===== src/rtl/freq_meter.sv =====
// Gated frequency counter: counts synchronised rising edges of sig_i over a
// window of GATE_CYCLES system clocks and publishes the saturated count.
module freq_meter #(
    parameter int FREQ_SYSCLK = 12_000_000,
    parameter int GATE_CYCLES = 12_000_000,
    parameter int CNT_WIDTH   = 24
) (
    input  logic                 clk_sys_i,
    input  logic                 rst_n_i,
    input  logic                 sig_i,
    input  logic                 en_i,
    output logic [CNT_WIDTH-1:0] freq_o,
    output logic                 freq_vld_o,
    output logic                 ovf_o,
    output logic                 busy_o
);

    typedef enum logic {
        S_IDLE = 1'b0,
        S_GATE = 1'b1
    } state_t;

    localparam logic [24:0]          GATE_LAST = 25'(GATE_CYCLES - 1);
    localparam logic [CNT_WIDTH-1:0] CNT_MAX   = '1;

    // Out-of-range parameters leave a visible marker block in the hierarchy.
    if (FREQ_SYSCLK <= 0 || GATE_CYCLES < 2 || GATE_CYCLES > 33_554_431) begin : g_illegal_params
    end

    state_t               r_state;
    logic                 r_sync1;
    logic                 r_sync2;
    logic                 r_prev;
    logic [24:0]          r_gate_cnt;
    logic [CNT_WIDTH-1:0] r_edge_cnt;
    logic                 r_ovf_flag;

    logic                 w_edge;
    logic                 w_at_max;
    logic                 w_ovf_hit;
    logic                 w_win_end;
    logic [CNT_WIDTH-1:0] w_edge_sum;

    assign w_edge     = r_sync2 & ~r_prev;
    assign w_at_max   = (r_edge_cnt == CNT_MAX);
    assign w_ovf_hit  = w_edge & w_at_max;
    assign w_win_end  = (r_gate_cnt == GATE_LAST);
    assign w_edge_sum = (w_edge && !w_at_max) ? r_edge_cnt + CNT_WIDTH'(1) : r_edge_cnt;

    always_ff @(posedge clk_sys_i or negedge rst_n_i) begin
        if (!rst_n_i) begin
            r_state    <= S_IDLE;
            r_sync1    <= 1'b0;
            r_sync2    <= 1'b0;
            r_prev     <= 1'b0;
            r_gate_cnt <= '0;
            r_edge_cnt <= '0;
            r_ovf_flag <= 1'b0;
            freq_o     <= '0;
            ovf_o      <= 1'b0;
            freq_vld_o <= 1'b0;
            busy_o     <= 1'b0;
        end else begin
            // The synchroniser runs regardless of state so edge detection is
            // already settled when a window opens.
            r_sync1    <= sig_i;
            r_sync2    <= r_sync1;
            r_prev     <= r_sync2;
            freq_vld_o <= 1'b0;

            case (r_state)
                S_IDLE: begin
                    if (en_i) begin
                        r_state    <= S_GATE;
                        busy_o     <= 1'b1;
                        r_gate_cnt <= '0;
                        r_edge_cnt <= '0;
                        r_ovf_flag <= 1'b0;
                    end
                end
                S_GATE: begin
                    if (w_win_end) begin
                        // Window end wins over a simultaneous enable drop.
                        freq_o     <= w_edge_sum;
                        ovf_o      <= r_ovf_flag | w_ovf_hit;
                        freq_vld_o <= 1'b1;
                        r_gate_cnt <= '0;
                        r_edge_cnt <= '0;
                        r_ovf_flag <= 1'b0;
                        if (!en_i) begin
                            r_state <= S_IDLE;
                            busy_o  <= 1'b0;
                        end
                    end else if (!en_i) begin
                        r_state <= S_IDLE;
                        busy_o  <= 1'b0;
                    end else begin
                        r_gate_cnt <= r_gate_cnt + 25'd1;
                        r_edge_cnt <= w_edge_sum;
                        r_ovf_flag <= r_ovf_flag | w_ovf_hit;
                    end
                end
            endcase
        end
    end

endmodule


===== config.mk =====
export PLATFORM = sky130hd
export DESIGN_NAME = freq_meter
export DESIGN_NICKNAME = d
export VERILOG_FILES = /design/src/rtl/freq_meter.sv
export SDC_FILE = /design/constraint.sdc
export NUM_CORES = 1
export LEC_CHECK = 0
export ABC_AREA = 0
export CAP_MARGIN = 30
export CORE_UTILIZATION = 30
export CTS_CLUSTER_DIAMETER = 60
export DETAILED_ROUTE_END_ITERATION = 12
export SLEW_MARGIN = 10
export SYNTH_ARGS = -nofsm -noshare
export SYNTH_HDL_FRONTEND = slang
export SYNTH_SLANG_ARGS = --single-unit

===== constraint.sdc =====
create_clock -name clk_sys_i -period 3.44 [get_ports clk_sys_i]
set_input_delay 0.344 -clock clk_sys_i [delete_from_list [all_inputs] [get_ports clk_sys_i]]
set_output_delay 0.344 -clock clk_sys_i [all_outputs]
set_load 0.01 [all_outputs]

==> flow_summary.ini <==
[synthesis]
synth_top_area_cell = dfrtp_1
yosysUniqueCellTypes = 53
syn_nets = 481
netlist_area_sq_um = 4318
synth_cells = 473
avgSynthCellArea_sq_um = 9.129
seq_area_frac_synth = 0.4694
async_reset_ff_frac = 1.000
ys_seq_elements = 81
ys.flop_type = dfrtp_1
synth_edf_count = 0
yosysMostFrequentCell = dfrtp_1
yosys_warnings = 0
synth_area_leaders = dfrtp_1 (47%), nand2_1 (6.5%), o21ai_0 (5.3%), xnor2_1 (3.4%), a31oi_1 (3.3%)
synthTopCellsByCount = dfrtp_1 (81), nand2_1 (75), o21ai_0 (46)
synth_top_area_share = 0.4694

[timing]
skew_ps = 10.83
slew_violations = 0
relSlewSlack = 0.5152
finalSetupViolCount = 0
rsz0062_at_grt = no
tightest_slew_ps = 725.4
post-route-period-util = 0.7887
max_freq_mhz = 368.6
tns_ps = 0
layout_min_cycle_time_ps = 2713
final_hold_viol_count = 0

[clock_network]
cts_hold_buffers = 1
tritoncts = done
numCtsBuffers = 9
cts-resized-gates = 0
root_buffer = clkbuf_16
cts_setup_buffers = 0
htree_levels = 3
clockBufferDepth = 2
clkTransAtPathRegs_ps = 60
clock_latency_ps = 340
cts_num_sinks = 81

[placed_design]
place_congestion = 0.8298
portBuffers = 30
place_hpwl_um = 7368

[worst_setup_path]
worstReg2RegEnd = r_gate_cnt[12]
worstSetupEndpointType = flop
r2r-start = r_gate_cnt[0]
reg2reg_depth = 7
crit_required_ps = 3700
cp_slowest_cell = nor2_8
critPathKind = reg -> reg
crit_chain = ha_1 > and4_1 > and4_4 > a31o_2 > nor2_8 > a41oi_1 > a31oi_1
cp-start-kind = flop
cp_slowest_stage_delay_ps = 590
ff2ff_setup_slack_ps = 730
cp.arrival_ps = 2970
critPathMaxFanout = 46

[global_routing]
grt-busiest-layer = met2
grt_pass1_vias = 3549
grt_util_met3 = 0.03324
grt_pass1_wl_um = 18160
gr-usage-met1 = 0.1993
grt_overflow_total = 0
antenna_found_initial = 0
grtUsageTotal = 0.1566
grt_use_met2 = 0.2620
grt_max_degree = 49

[final_layout]
drive_above_1_share = 0.08151
nets = 506
fillCellCount = 1390
diodes = 0
areaGrowthSynthToFinish_pct = 18.66

[routing]
routedWlPerCell_um = 15.84
drc_errors = 0
drt-initial-drc-count = 286
ant_nets = 0
routed_wirelength_um = 10820
vias_per_cell = 5.384
dr.pass1.iters = 5
dr_total_vias = 3677

[floorplan]
die_w_um = 122.0
rows = 43
coreArea_sq_um = 13930
initial_core_util = 0.3099
die_h_um = 122.0
dieArea_sq_um = 14880
io_pins = 31

[run_status]
status = completed

[worst_hold_path]
hold_depth = 0
hp-class = reg -> reg
min_to = r_sync2
min_from = r_sync1

[power_and_ir_drop]
leakage_nw = 2.042
vdd_drop_max_mv = 0.2069
p_per_area_nw_per_um2 = 420.5
power_mw = 2.155

[run]
cap_violations = 0
[where the power goes]
part           internal (mW)  switching (mW)
clock network          0.640           0.398
logic                 0.0419          0.0897
registers              0.967          0.0183
total                   1.65           0.506
[layout by cell type, fill, tap and decap left out, types with 2 or more instances in the layout]
cell / count
nand4_1: 20
nor2b_1: 2
dfrtp_1: 81
o21ai_1: 18
nor4b_2: 2
mux2_2: 2
nor3b_1: 5
and4_1: 5
xnor2_1: 17
xor2_1: 3
o31ai_1: 3
or3_1: 7
clkdlybuf4s50_1: 29
a21oi_1: 24
clkbuf_16: 9
inv_6: 2
buf_4: 4
nor2_1: 19
nand2b_1: 5
nand3_1: 12
ha_1: 4
nand2_1: 75
o21ai_0: 46
and2_1: 6
inv_1: 9
bufinv_16: 2
nor4_2: 2
a22o_1: 2
nor3_1: 9
a31o_2: 4
a211oi_1: 3
o21bai_1: 2
a21o_1: 4
nor4_1: 3
a41oi_1: 3
and3_1: 14
a31oi_1: 23
[how the worst max path moves through the flow]
stage | end | from | depth (start not counted) | slack, ps
2_1_floorplan | r_gate_cnt[18] | r_gate_cnt[0] | 8 | 1370
3_3_place_gp | r_gate_cnt[16] | en_i | 8 | 750
3_5_place_dp | r_gate_cnt[16] | en_i | 8 | 660
4_1_cts | r_gate_cnt[12] | r_gate_cnt[0] | 7 | 760
5_1_grt | r_edge_cnt[2] | r_gate_cnt[0] | 7 | 580
6_report | r_gate_cnt[12] | r_gate_cnt[0] | 7 | 730
[sequential cells by signal, indices dropped and copies added, names as in the netlist]
register    count
r_prev          1
busy_o          1
r_sync2         1
r_ovf_flag      1
ovf_o           1
freq_o         24
r_gate_cnt     25
r_state         1
r_edge_cnt     24
freq_vld_o      1
r_sync1         1
[kinds of logic after synthesis]
group	synth area share
flip-flops	0.4694
adder cells (fa/ha/maj)	0.01159
AND/OR/NAND/NOR	0.2443
XOR/XNOR	0.04057
AO/OA/AOI/OAI	0.1965
buffers and inverters	0.03014
multiplexers	0.007534
[area by class of cell]
type	instances	area, sq um	area share
multi-input cells	362	2161	0.4217
flip-flops and latches	81	2027	0.3956
repair buffers	35	357.8	0.06984
clock buffers	10	229.0	0.04469
well taps	180	225.2	0.04396
clock inverters	6	90.09	0.01758
inverters	9	33.78	0.006593
[metrics by stage]
| step | utilization | cells | area, sq um | setup slack [ps] | hold slack (ps) |
|---|---|---|---|---|---|
| 2_1_floorplan | - | 473 | 4318 | 1368 | 48.41 |
| 3_3_place_gp | 0.3421 | 665 | 4767 | 746.9 | 336.3 |
| 3_5_place_dp | 0.3441 | 666 | 4795 | 664.8 | 334.0 |
| 4_1_cts | 0.3677 | 683 | 5124 | 761.7 | 348.5 |
| 5_1_grt | 0.3677 | 683 | 5124 | 577.3 | 355.0 |
| 6_report | 0.3677 | 683 | 5124 | 726.9 | 346.8 |
[worst max-delay path: cells and delay by family (launching register included)]
| family | cells | cell delay (ps) |
|---|---|---|
| and+or+nand+nor | 3 | 1050 |
| AOI/OAI and AO/OA | 3 | 820 |
| DFF | 1 | 430 |
| adders and majority gates | 1 | 300 |
[routing by layer]
| metal | vias up | routed length [um] |
|---|---|---|
| met5 | - | 0 |
| met4 | 0 | 133 |
| met3 | 12 | 458 |
| met2 | 87 | 5364 |
| met1 | 1795 | 4861 |
| li1 | 1783 | - |
Note: power is estimated with default switching activity, not from simulation.
